==> config.mk <==
export PLATFORM = sky130hd
export DESIGN_NAME = rpsc_interlock_seq
export DESIGN_NICKNAME = d
export VERILOG_FILES = /design/src/rtl/rpsc_pkg.sv /design/src/rtl/rpsc_delay_cnt.sv /design/src/rtl/rpsc_interlock_seq.sv
export SDC_FILE = /design/constraint.sdc
export NUM_CORES = 1
export LEC_CHECK = 0
export CELL_PAD_IN_SITES_DETAIL_PLACEMENT = 2
export CELL_PAD_IN_SITES_GLOBAL_PLACEMENT = 2
export CORE_AREA = 2 2 78 98
export CTS_CLUSTER_SIZE = 14
export DETAILED_ROUTE_END_ITERATION = 6
export DIE_AREA = 0 0 80 100
export PLACE_DENSITY_LB_ADDON = 0.1
export SYNTH_ARGS = -nofsm -noshare
export SYNTH_HDL_FRONTEND = slang
export SYNTH_HIERARCHICAL = 1
export SYNTH_SLANG_ARGS = --single-unit
export TNS_END_PERCENT = 20
==> constraint.sdc <==
create_clock -name clk -period 12.1 [get_ports clk]
set_clock_uncertainty 0.05 [all_clocks]
set_input_delay 2.42 -clock clk [delete_from_list [all_inputs] [get_ports clk]]
set_output_delay 2.42 -clock clk [all_outputs]
set_load 0.05 [all_outputs]
==> src/rtl/rpsc_pkg.sv <==
// Shared state encoding and default delay constants for the interlock sequencer.
package rpsc_pkg;

  typedef enum logic [2:0] {
    ST_IDLE   = 3'd0,
    ST_RAMP   = 3'd1,
    ST_SETTLE = 3'd2,
    ST_RUN    = 3'd3,
    ST_TRIP   = 3'd4
  } rpsc_state_t;

  localparam int DEF_N_STATUS   = 7;
  localparam int DEF_DLY_W      = 22;
  localparam int DEF_RAMP_CYC   = 3125000;
  localparam int DEF_SETTLE_CYC = 46875000;

endpackage

==> src/rtl/rpsc_delay_cnt.sv <==
// Up-counter with synchronous load-to-zero; stops at term so it can never wrap.
module rpsc_delay_cnt #(
  parameter int WIDTH = 8
) (
  input  logic             clk,
  input  logic             reset,
  input  logic             load,
  input  logic             en,
  input  logic [WIDTH-1:0] term,
  output logic             tc
);

  logic [WIDTH-1:0] count;

  assign tc = (count == term);

  always_ff @(posedge clk) begin
    if (reset || load) begin
      count <= '0;
    end else if (en && !tc) begin
      count <= count + WIDTH'(1);
    end
  end

endmodule

==> src/rtl/rpsc_interlock_seq.sv <==
// Cathode/anode supply interlock: permission check, timed RAMP/SETTLE sequencing,
// fault trip with first-cause capture and operator-acknowledged recovery.
module rpsc_interlock_seq
  import rpsc_pkg::*;
#(
  parameter int N_STATUS   = DEF_N_STATUS,
  parameter int DLY_W      = DEF_DLY_W,
  parameter int RAMP_CYC   = DEF_RAMP_CYC,
  parameter int SETTLE_CYC = DEF_SETTLE_CYC
) (
  input  logic                  clk,
  input  logic                  reset,
  input  logic [N_STATUS-1:0]   status_i,
  input  logic                  g1_ok_i,
  input  logic                  fan_on_i,
  input  logic                  ca_req_i,
  input  logic                  i_high_i,
  input  logic                  u_low_i,
  input  logic                  fault_clr_i,
  output logic                  ca_perm_o,
  output logic                  ca_on_o,
  output logic                  ca_ok_o,
  output logic                  trip_o,
  output logic [N_STATUS+1:0]   first_fault_o,
  output logic                  i_high_o,
  output logic                  u_low_o,
  output logic [2:0]            state_o
);

  localparam int SET_W = $clog2(SETTLE_CYC + 1);
  localparam int CNT_W = (DLY_W > SET_W) ? DLY_W : SET_W;
  localparam int FF_W  = N_STATUS + 2;
  localparam logic [CNT_W-1:0] RAMP_TC   = CNT_W'(RAMP_CYC - 1);
  localparam logic [CNT_W-1:0] SETTLE_TC = CNT_W'(SETTLE_CYC - 1);
  localparam logic [FF_W-1:0]  FF_ONE    = FF_W'(1);

  rpsc_state_t       state, nxt;
  logic              perm, active, qual, tc, cnt_en, cnt_load;
  logic [CNT_W-1:0]  term;
  logic [FF_W-1:0]   cause;

  assign perm   = ~|status_i & g1_ok_i & fan_on_i;
  assign active = (state == ST_RAMP) || (state == ST_SETTLE) || (state == ST_RUN);
  assign qual   = (state == ST_SETTLE) || (state == ST_RUN);
  assign cnt_en = (state == ST_RAMP) || (state == ST_SETTLE);
  assign term   = (state == ST_SETTLE) ? SETTLE_TC : RAMP_TC;
  // Any state change restarts the shared counter, so SETTLE begins from 0.
  assign cnt_load = (nxt != state) || !cnt_en;
  assign cause    = {u_low_o, i_high_o, status_i};

  always_comb begin
    nxt = state;
    case (state)
      ST_IDLE: if (ca_req_i && perm) nxt = ST_RAMP;
      ST_RAMP, ST_SETTLE, ST_RUN: begin
        if (!perm)                             nxt = ST_TRIP;
        else if (qual && (i_high_i || u_low_i)) nxt = ST_TRIP;
        else if (!ca_req_i)                    nxt = ST_IDLE;
        else if (state == ST_RAMP && tc)       nxt = ST_SETTLE;
        else if (state == ST_SETTLE && tc)     nxt = ST_RUN;
      end
      ST_TRIP: if (fault_clr_i && perm && !ca_req_i) nxt = ST_IDLE;
      default: nxt = ST_IDLE;
    endcase
  end

  rpsc_delay_cnt #(.WIDTH(CNT_W)) u_cnt (
    .clk   (clk),
    .reset (reset),
    .load  (cnt_load),
    .en    (cnt_en),
    .term  (term),
    .tc    (tc)
  );

  always_ff @(posedge clk) begin
    if (reset) begin
      state         <= ST_IDLE;
      first_fault_o <= '0;
    end else begin
      state <= nxt;
      // Lowest set bit wins; a supply/fan-only trip leaves cause empty.
      if (nxt == ST_TRIP && state != ST_TRIP) begin
        first_fault_o <= cause & (~cause + FF_ONE);
      end
    end
  end

  assign ca_perm_o = perm;
  assign ca_on_o   = active;
  assign ca_ok_o   = (state == ST_RUN);
  assign trip_o    = (state == ST_TRIP);
  assign i_high_o  = i_high_i & qual;
  assign u_low_o   = u_low_i & qual;
  assign state_o   = state;

endmodule

# Word-level counts from Yosys, hierarchy flattened
# Cells that the tools add are included.
# W data, S select, Z words.
op_classes:
  n_addsub: 2
  n_eq_ne: 8
  muxes: 9
  n_bitwise: 6
  n_reduce_logical: 21
ops:
  columns: ["op", "count"]
  rows:
  - ["$add A26 B1 Y26 const B", 1]
  - ["$eq A26 B26 Y1", 1]
  - ["$mux W26", 1]
  - ["$mux W3", 7]
  - ["$add A9 B1 Y9 const B", 1]
  - ["$and A9 B9 Y9", 1]
  - ["$not A9 Y9", 1]
  - ["$pmux W3 S3", 1]
  - ["$logic_and A1 B1 Y1", 8]
  - ["$reduce_or A7 Y1", 1]
  - ["$eq A3 B2 Y1 const B", 2]
  - ["$eq A3 B3 Y1 const B", 2]
  - ["$logic_or A1 B1 Y1", 6]
  - ["$and A1 B1 Y1", 4]
  - ["$logic_not A1 Y1", 4]
  - ["$eq A3 B1 Y1 const B", 1]
  - ["$logic_not A3 Y1", 1]
  - ["$ne A3 B3 Y1", 1]
  - ["$ne A3 B3 Y1 const B", 1]
  - ["$reduce_or A3 Y1", 1]
totals:
  reg_bits: 38
  inputBits: 15
  out_inout_bits: 18
  elab_cells: 49

# Logic depth before layout (Yosys ltp)
# Gate-level depths: netlist of run 1.
depth:
  depth_word: 13
  ltp_mapped: 16
  ltp_nobuf: 15

# Modules after synthesis
# The synthesis of run 1 kept the hierarchy.
modules_own_cells:
  columns: ["module", "instances", "cells_each", "area_each_um2", "seq_area_each_um2"]
  rows:
  - ["rpsc_delay_cnt", 1, 197, 1712.9, 520.5]
  - ["rpsc_interlock_seq", 1, 88, 696.9, 240.2]

# Worst setup path before layout of run 1
# OpenSTA, ideal clock, no wires.
synth_timing:
  path_type: "input-to-output"
  from: "input status_i[0]"
  to: "output ca_perm_o"
  t_arrival_ns: 3.489
  required_time_ns: 9.630
  slack_ns: 6.141
  stages: 2
  path_buffers: 0
  cell_sequence: "or4_4 -> nor3_4"
synth_via:
  elab_chain_len: 4
synth_lines:
  columns: ["element", "line_no", "rtl"]
  rows:
  - ["start, declared", "rpsc_interlock_seq.sv:13", "input logic [N_STATUS-1:0] status_i,"]
  - ["$reduce_or A7 Y1", "rpsc_interlock_seq.sv:42", "assign perm = ~|status_i & g1_ok_i & fan_on_i;"]
  - ["$logic_not A1 Y1", "rpsc_interlock_seq.sv:42", null]
  - ["$and A1 B1 Y1 (2 in a row)", "rpsc_interlock_seq.sv:42", null]
  - ["end, declared", "rpsc_interlock_seq.sv:20", "output logic ca_perm_o,"]
# No other way between the ends.

# Final worst setup path of run 1
# Same ends and word-level chain as after synthesis.

==> reports/metrics.yaml, run 1 <==
cpMostUsedCell: "clkdlybuf4s50_1"
synth-edff-count: 0
fmax_mhz: 140.9
synthesized_flop_and_latch_total: 38
timing.final.hold_violations: 0
cp_top_family: "buffers and inverters"
io_buffers: 32
cts_tree: "yes"
status: "completed"
path_cells: "clkdlybuf4s50_1, or4_4, nor3_4, clkdlybuf4s50_1"
period_share_pct: 58.65
totalWireLength_mm: 7.605
setup_viol: 0
cp.required_ns: 9.63
ys_types: 60
detail_route.first_pass.iterations: 4
cts_hold_buf: 0
synthDominantCellAreaShare_pct: 31.57
area_delta_synth_final_pct: 20.92
mostFrequentLayoutCell: "dfxtp_1"
post-route-util_pct: 40.57
finalCriticalPeriod_ns: 7.096
std_cell_rows: 35
ctsRootBufferMaster: "clkbuf_8"
fp.dieW_um: 80
worst_setup_path_start_kind: "primary input"
io-pin-count: 33
dp.cells: 410
vias_per_cell: 5.615
place_congestion: 0.7412
post_route_cells_drive_above_1_share_pct: 7.975
delay_of_the_slowest_cell_on_the_worst_path_ns: 0.85
drt-initial-drc-count: 44
ctsLongestPathBuffers: 2
grt_start_max_net_pins: 37
grt_pass1_wl_mm: 12.62
max_cap_viol: 0
finish.net_count: 341
relative_slew_slack_pct: 38.13
synthesis.yosys.warnings: 6
grt_setup_unrepaired: "false"
cp_data_arrival_time_ns: 4.63
final_design_area_no_fill_mm2: 0.002914
layout_common_cells: "38 x dfxtp_1, 32 x clkdlybuf4s50_1, 27 x a21oi_1, 26 x xor2_1, 22 x nor2_1"
placed_area_mm2: 0.002819
floorplan.die_area_mm2: 0.008000
stdcell_count: 418
ctsHtreeMaxLevel: 2
max-vdd-ir-drop_v: 0.00003552
critical_path.endpoint_type: "output pin"
cpMaxStageDelayCell: "clkdlybuf4s50_1"
slew_viol_final: 0
reg_to_reg_critical_path_startpoint: "state_o[1]$_SDFF_PP0_"
tritoncts_num_sinks: 38
finalSetupTns_ns: 0
clock_latency_at_the_later_pin_of_the_worst_skew_pair_ns: 0.30
worst_setup_path_startpoint: "status_i[0]"
syn_area_per_cell_um2: 8.455
hold_path.class: "flip-flop to flip-flop"
worstSetupPathType: "primary input to output pin"
post-synth-top-area-cell: "dfxtp_1"
core_ar_mm2: 0.007182
reg2reg_setup_slack_ns: 6.99
antenna_found_initial: 0
post_cts_resized: 0
synth_area_leaders: "dfxtp_1 32%, xor2_1 9.4%, a21oi_1 5.6%"
postSynthCellCount: 285
route.detailed.drc: 0
setup_fix_bufs_post_cts: 0
cp.buffers_inverters: 2
yosys_most_used_dff: "dfxtp_1"
start_util_pct: 33.55
cts_buffers: 5
ys_async_rst_share_pct: 0
route.vias.total: 2347
p_per_cell_area_mw_per_mm2: 80.34
power_leakage_nw: 1.023
worst_pin_slew_ns: 0.9246
die_y_um: 100
dp_hpwl_mm: 5.532
antenna_cells_inserted: 0
mappedNetlistArea_mm2: 0.002410
yosysSeqAreaShare_pct: 31.57
routed_wire_length_per_instance_um: 18.19
grt-ovfl-total: 0
worstPathMaxFanout: 6
clk_pin_slew_ns: 0.09
ant_nets: 0
via_count_of_the_first_global_routing_pass: 2541
hp-start: "first_fault_o[4]$_SDFFE_PP0P_"
grt_use_total_pct: 20.24
==> cells in the mapped netlist, drive strengths merged, types with 3 or more instances <==
cell,count
buf,6
clkbuf,5
or4,13
nand4b,3
nand2,21
dfxtp,38
nor4,8
nor2,22
xor2,26
and2,4
or3,6
o211ai,3
nand4,13
o21ai,13
inv,7
and4,4
xnor2,4
nand3,12
nor3,4
and3,5
a21oi,27
o31ai,11
==> cells by family (layout without fill, tap and decap cells) <==
kind of cell               after synthesis  in the layout  share of synthesized area, %
AOI/OAI and AO/OA                       74             74                         20.35
adders and majority gates                1              1                        0.5191
other                                    2             12                        0.3116
xor gates and xnor gates                30             30                         10.90
muxes                                    1              1                        0.4154
and+or+nand+nor                        121            121                         31.57
DFF                                     38             38                         31.57
buffers and inverters                   18             49                         4.361
==> metal layers <==
layer,GRT usage (%),routed length (um),vias to the layer above
li1,-,-,1138
met1,22.87,3238,1158
met2,37.82,4009,40
met3,3.507,211,11
met4,6.519,145,0
met5,0,0,-
==> final cells by class <==
| type | instances | area, um^2 |
|---|---|---|
| fillers | 852 | 4268 |
| multi-input cells | 239 | 1582 |
| flip-flops and latches | 38 | 760.7 |
| repair buffers | 34 | 335.3 |
| well taps | 92 | 115.1 |
| clock buffers | 6 | 82.58 |
| inverters | 7 | 26.28 |
| clock inverters | 2 | 12.51 |
==> stage by stage <==
stage | hold WS, ns | power [W] | worst slack, ns
after detailed placement | 0.4273 | 0.0001400 | 5.001
after floorplan | 0.4221 | 0.0001326 | 6.141
after CTS | 0.4411 | 0.0002373 | 5.001
after global routing | 0.4696 | 0.0002437 | 4.926
final | 0.4348 | 0.0002341 | 5.004
after global placement | 0.4115 | 0.0001397 | 5.024
==> worst min-delay path, delay by kind of cell (launching register included) <==
kind | cells | cell delay, ns
AO/OA/AOI/OAI | 2 | 0.13
flip-flops | 1 | 0.32
==> report_power, final <==
group	switching, W	internal (W)
clock network	0.0000510	0.0000459
registers	0.0000000114	0.000125
logic	0.00000620	0.00000604
total	0.0000573	0.000177
==> flip-flops by register name, summed over array words and instances, names as in the netlist <==
register       flops
first_fault_o      9
state_o            3
u_cnt/count       26
==> final timing paths <==
kind / end / depth (start not counted)
worst max register to register: u_cnt/count[3]$_SDFFE_PP0P_ / 15
worst max-delay path: ca_perm_o / 4
worst min register to register: first_fault_o[4]$_SDFFE_PP0P_ / 2
worst min-delay path: first_fault_o[4]$_SDFFE_PP0P_ / 2
(Power assumes the default switching activity.)
==> run 2: changes to the inputs <==
Settings changed: CORE_AREA 2 2 78 98 to 2 2 80 101, DIE_AREA 0 0 80 100 to 0 0 82 103.
Clock period 12.1 ns to 7.4 ns, I/O delays scaled along.
==> reports/metrics.yaml, run 2 (same netlist as run 1, synthesis figures left out) <==
relative_slew_slack_pct: 40.24  # was 38.13%
worstSetupPathType: "primary input to output pin"  # unchanged
route.detailed.drc: 0  # unchanged
slew_viol_final: 0  # unchanged
registers.top_by_ff_count: "u_cnt/count"  # unchanged
cts_buffers: 5  # unchanged
start_util_pct: 31.85  # was 33.55%
ant_nets: 0  # unchanged
cpMaxStageDelayCell: "clkdlybuf4s50_1"  # unchanged
timing.final.hold_violations: 0  # unchanged
netSwitchingPower_w: 0.00008935  # was 0.00005725 W
r2r_cell_count: 15  # unchanged
die_y_um: 103  # was 100 um
grt_start_max_net_pins: 37  # unchanged
path_cells: "clkdlybuf4s50_1, or4_4, nor3_4, clkdlybuf4s50_1"  # unchanged
power_leakage_nw: 1.029  # was 1.023 nW
area_delta_synth_final_pct: 21.55  # was 20.92%
tritoncts_num_sinks: 38  # unchanged
power.switching_fraction_pct: 22.09  # was 24.46%
clock_latency_at_the_later_pin_of_the_worst_skew_pair_ns: 0.30  # about the same
grt_pass1_wl_mm: 12.66  # was 12.62 mm
fmax_mhz: 192.2
antenna_found_initial: 0  # unchanged
power.clock.fraction_pct: 44.6  # was 41.4%
reg_to_reg_critical_path_startpoint: "state_o[1]$_SDFF_PP0_"  # unchanged
period_share_pct: 70.32
via_count_of_the_first_global_routing_pass: 2397  # was 2541
route.vias.total: 2328  # was 2347
mostFrequentLayoutCell: "dfxtp_1"  # unchanged
io-pin-count: 33  # unchanged
total_power_w: 0.0004045  # was 0.0002341 W
floorplan.die_area_mm2: 0.008446  # was 0.008000 mm^2
clk_pin_slew_ns: 0.08  # was 0.09 ns
hold_depth: 2  # unchanged
post_cts_resized: 0  # unchanged
max-vdd-ir-drop_v: 0.00005601  # was 0.00003552 V
io_buffers: 32  # unchanged
setup_fix_bufs_post_cts: 0  # unchanged
grt_setup_unrepaired: "false"  # unchanged
setup_viol: 0  # unchanged
antenna_cells_inserted: 0  # unchanged
critical_path.endpoint_type: "output pin"  # unchanged
finish.net_count: 341  # unchanged
cell_internal_pwr_w: 0.0003151  # was 0.0001769 W
detail_route.first_pass.iterations: 4  # unchanged
cp_data_arrival_time_ns: 3.67  # was 4.63 ns
largest_register_ffs: 26  # unchanged
worstPathMaxFanout: 6  # unchanged
ctsLongestPathBuffers: 2  # unchanged
grt-ovfl-total: 0  # unchanged
totalWireLength_mm: 7.689  # was 7.605 mm
status: "completed"  # unchanged
cts_hold_buf: 0  # unchanged
layout_common_cells: "38 x dfxtp_1, 32 x clkdlybuf4s50_1, 27 x a21oi_1, 26 x xor2_1, 22 x nor2_1"  # unchanged
cts_tree: "yes"  # unchanged
hold_path.class: "flip-flop to flip-flop"  # unchanged
std_cell_rows: 36  # was 35
ctsHtreeMaxLevel: 2  # unchanged
cp.required_ns: 5.87  # was 9.63 ns
finalSetupTns_ns: 0  # unchanged
dp_hpwl_mm: 5.771  # was 5.532 mm
drt-initial-drc-count: 65  # was 44
finalCriticalPeriod_ns: 5.204
reg2reg_to: "u_cnt/count[17]$_SDFFE_PP0P_"  # was u_cnt/count[3]$_SDFFE_PP0P_
fp.dieW_um: 82  # was 80 um
worst_setup_path_start_kind: "primary input"  # unchanged
place_congestion: 0.7752  # was 0.7412
max_cap_viol: 0  # unchanged
reg2reg_setup_slack_ns: 2.26  # was 6.99 ns
min_to: "first_fault_o[3]$_SDFFE_PP0P_"  # was first_fault_o[4]$_SDFFE_PP0P_
post_route_cells_drive_above_1_share_pct: 7.362  # was 7.975%
core_ar_mm2: 0.007567  # was 0.007182 mm^2
p_per_cell_area_mw_per_mm2: 138.1  # was 80.34 mW/mm^2
vias_per_cell: 5.530  # was 5.615
ctsRootBufferMaster: "clkbuf_8"  # unchanged
cpMostUsedCell: "clkdlybuf4s50_1"  # unchanged
power.sequential.fraction_pct: 50.5  # was 53.4%
grt_use_total_pct: 19.70  # was 20.24%
hp-start: "first_fault_o[3]$_SDFFE_PP0P_"  # was first_fault_o[4]$_SDFFE_PP0P_
worst_pin_slew_ns: 0.8931  # was 0.9246 ns
combinational_share_of_power_pct: 4.9  # was 5.2%
delay_of_the_slowest_cell_on_the_worst_path_ns: 0.84  # was 0.85 ns
routed_wire_length_per_instance_um: 18.26  # was 18.19 um
## run 2: through the flow
stage | cells | utilization (%) | worst slack (ns) | hold WS, ns | cell area, um^2
final | 421 | 38.71 | 2.196 | 0.4333 | 2929
after global routing | 421 | 38.71 | 1.748 | 0.4666 | 2929
after CTS | 421 | 38.71 | 2.173 | 0.4364 | 2929
after detailed placement | 413 | 37.30 | 2.194 | 0.4270 | 2823
after global placement | 413 | 37.30 | 2.199 | 0.4161 | 2823
after floorplan | 295 | - | 2.924 | 0.4221 | 2447
## run 2: final cells by class
type                            instances  area [um^2]
Multi-Input combinational cell        239         1582
Tap cell                               95        118.9
Sequential cell                        38        760.7
Clock buffer                            7        76.32
Clock inverter                          1        30.03
Fill cell                             903         4638
Timing Repair Buffer                   34        335.3
Inverter                                7        26.28
## run 2: layer usage
metal,share of wire (%),GRT usage [%]
met1,41,22.13
met2,54,37.59
met3,3.5,4.028
met4,0.94,4.231
met5,0,0
## run 2: how the worst max path moves through the flow
stage / from / endpoint / slack, ns / cells past startpoint
floorplan: state_o[1]$_SDFF_PP0_ / u_cnt/count[17]$_SDFFE_PP0P_ / 2.92 / 15
global placement: status_i[0] / ca_perm_o / 2.20 / 4
detailed placement: status_i[0] / ca_perm_o / 2.19 / 4
CTS: status_i[0] / ca_perm_o / 2.17 / 4
global route: state_o[1]$_SDFF_PP0_ / u_cnt/count[17]$_SDFFE_PP0P_ / 1.75 / 15
finish: status_i[0] / ca_perm_o / 2.20 / 4
## run 2: critical path, delay by kind of cell
| family | cells | cell delay [ns] |
|---|---|---|
| buffers and inverters | 2 | 1.34 |
| and+or+nand+nor | 2 | 0.85 |
## run 2: power by group through the flow
| stage | Clock (W) | Sequential (W) | Combinational [W] |
|---|---|---|---|
| finish | 0.000180 | 0.000204 | 0.0000199 |
| global route | 0.000195 | 0.000204 | 0.0000219 |
| CTS | 0.000186 | 0.000204 | 0.0000201 |
| detailed placement | 0 | 0.000209 | 0.0000200 |
| global placement | 0 | 0.000209 | 0.0000196 |
| floorplan | 0 | 0.000209 | 0.00000760 |
==> run 3: changes to the inputs <==
Settings changed: CORE_AREA 2 2 80 101 to 2 2 84 106, DIE_AREA 0 0 82 103 to 0 0 86 108.
Clock period 7.4 ns to 4.65 ns, I/O delays scaled along.
==> reports/metrics.yaml, run 3 (same netlist as run 1, synthesis figures left out) <==
finalSetupTns_ns: 0  # unchanged
place_congestion: 0.7798  # was 0.7752
timing.final.hold_violations: 0  # unchanged
tritoncts_num_sinks: 38  # unchanged
io-pin-count: 33  # unchanged
start_util_pct: 29.41  # was 31.85%
cts_hold_buf: 0  # unchanged
via_count_of_the_first_global_routing_pass: 2579  # was 2397
n_fill_cell: 949  # was 903
worst_pin_slew_ns: 0.8932  # was 0.8931 ns
finalCriticalPeriod_ns: 4.160
power_leakage_nw: 1.063  # was 1.029 nW
ctsHtreeMaxLevel: 2  # unchanged
setup_viol: 0  # unchanged
cell_internal_pwr_w: 0.0005129  # was 0.0003151 W
io_buffers: 32  # unchanged
grt_start_max_net_pins: 37  # unchanged
route.detailed.drc: 0  # unchanged
post_cts_resized: 0  # unchanged
status: "completed"  # unchanged
drt-initial-drc-count: 93  # was 65
finish.net_count: 347  # was 341
combinational_share_of_power_pct: 5.0  # was 4.9%
grt_pass1_wl_mm: 13.34  # was 12.66 mm
antenna_found_initial: 0  # unchanged
grt_setup_unrepaired: "false"  # unchanged
setup_fix_bufs_post_cts: 0  # unchanged
period_share_pct: 89.45
totalWireLength_mm: 8.098  # was 7.689 mm
post_route_cells_drive_above_1_share_pct: 9.366  # was 7.362%
netSwitchingPower_w: 0.0001431  # was 0.00008935 W
fmax_mhz: 240.4
clk_pin_slew_ns: 0.08  # about the same
layout_common_cells: "38 x dfxtp_1, 32 x clkdlybuf4s50_1, 27 x a21oi_1, 26 x xor2_1, 22 x nor2_1"  # unchanged
max_cap_viol: 0  # unchanged
hold_path.class: "flip-flop to flip-flop"  # unchanged
routed_wire_length_per_instance_um: 18.92  # was 18.26 um
slew_viol_final: 0  # unchanged
critical_path.endpoint_type: "flip-flop"  # was output pin
worstSetupPathType: "flip-flop to flip-flop"  # was primary input to output pin
grt_use_total_pct: 18.60  # was 19.70%
cp_data_arrival_time_ns: 4.35  # was 3.67 ns
detail_route.first_pass.iterations: 4  # unchanged
power.switching_fraction_pct: 21.82  # was 22.09%
placed_area_mm2: 0.002870  # was 0.002823 mm^2
cp.required_ns: 4.84  # was 5.87 ns
largest_register_ffs: 26  # unchanged
ctsRootBufferMaster: "clkbuf_8"  # unchanged
power.sequential.fraction_pct: 49.5  # was 50.5%
ant_nets: 0  # unchanged
grt-ovfl-total: 0  # unchanged
relative_slew_slack_pct: 40.23  # was 40.24%
p_per_cell_area_mw_per_mm2: 219.9  # was 138.1 mW/mm^2
std_cell_rows: 37  # was 36
cts_tree: "yes"  # unchanged
die_y_um: 108  # was 103 um
fp.dieW_um: 86  # was 82 um
clock_latency_at_the_later_pin_of_the_worst_skew_pair_ns: 0.30  # about the same
final_design_area_no_fill_mm2: 0.002983  # was 0.002929 mm^2
registers.top_by_ff_count: "u_cnt/count"  # unchanged
dp_hpwl_mm: 6.218  # was 5.771 mm
ctsLongestPathBuffers: 2  # unchanged
antenna_cells_inserted: 0  # unchanged
core_ar_mm2: 0.008194  # was 0.007567 mm^2
area_delta_synth_final_pct: 23.78  # was 21.55%
vias_per_cell: 5.556  # was 5.530
worst_setup_path_start_kind: "flip-flop"  # was primary input
cts_buffers: 5  # unchanged
route.vias.total: 2378  # was 2328
max-vdd-ir-drop_v: 0.00009018  # was 0.00005601 V
mostFrequentLayoutCell: "dfxtp_1"  # unchanged
floorplan.die_area_mm2: 0.009288  # was 0.008446 mm^2
power.clock.fraction_pct: 45.4  # was 44.6%
worstPathMaxFanout: 8  # was 6
[run 3: cell count changes in the layout (fill, tap and decap cells not counted), sizes merged]
cell	previous run	this run
buf	2	8
clkbuf	7	6
[run 3: metrics by stage]
stage / hold WS [ns] / total power, W / worst slack (ns) / std cells / utilization, %
5_1_grt: 0.4697 / 0.0006887 / 0.02825 / 428 / 36.40
2_1_floorplan: 0.4221 / 0.0003449 / 0.1740 / 295 / -
3_3_place_gp: 0.4132 / 0.0003654 / 0.5149 / 421 / 35.03
6_report: 0.4329 / 0.0006560 / 0.4905 / 428 / 36.40
4_1_cts: 0.4405 / 0.0006714 / 0.4474 / 428 / 36.40
3_5_place_dp: 0.4293 / 0.0003656 / 0.4943 / 421 / 35.03
[run 3: cell type report]
type | instances | area, um^2 | area share [%]
Clock inverter | 1 | 30.03 | 1.007
Multi-Input combinational cell | 239 | 1582 | 53.02
Clock buffer | 6 | 82.58 | 2.768
Timing Repair Buffer | 40 | 380.4 | 12.75
Sequential cell | 38 | 760.7 | 25.50
Tap cell | 97 | 121.4 | 4.069
Inverter | 7 | 26.28 | 0.8809
[run 3: metal layers]
layer / share of wire (%) / track usage, % / wire, um
met1: 39 / 19.00 / 3153
met2: 57 / 37.10 / 4602
met3: 3.1 / 3.664 / 255
met4: 1.1 / 5.669 / 87
met5: 0 / 0 / 0
[run 3: path summary, 6_finish.rpt]
check                                                   start  depth (start not counted)  slack (ns)                             to
worst max register to register          state_o[1]$_SDFF_PP0_                         16        0.49    u_cnt/count[7]$_SDFFE_PP0P_
worst min register to register  first_fault_o[4]$_SDFFE_PP0P_                          2        0.43  first_fault_o[4]$_SDFFE_PP0P_
worst min-delay path            first_fault_o[4]$_SDFFE_PP0P_                          2        0.43  first_fault_o[4]$_SDFFE_PP0P_
worst max-delay path                    state_o[1]$_SDFF_PP0_                         16        0.49    u_cnt/count[7]$_SDFFE_PP0P_
[run 3: critical path: stages (launching register included)]
cell and delay (ns):
dfxtp_1 0.48, nand2b_1 0.19, nor2_1 0.17, inv_1 0.20, xor2_1 0.21, nor4_1 0.47
nand4_2 0.23, nor2_1 0.26, nor2_1 0.08, o31ai_1 0.34, nand4_1 0.14, a211o_1 0.36
nor2_1 0.37, buf_4 0.23, nand2_1 0.05, a31oi_1 0.15, a41o_1 0.11
[run 3: power groups by stage]
| stage | logic (W) | clock network, W | registers, W |
|---|---|---|---|
| floorplan | 0.0000121 | 0 | 0.000333 |
| global placement | 0.0000326 | 0 | 0.000333 |
| detailed placement | 0.0000329 | 0 | 0.000333 |
| CTS | 0.0000331 | 0.000313 | 0.000325 |
| global route | 0.0000362 | 0.000327 | 0.000325 |
| finish | 0.0000331 | 0.000298 | 0.000325 |
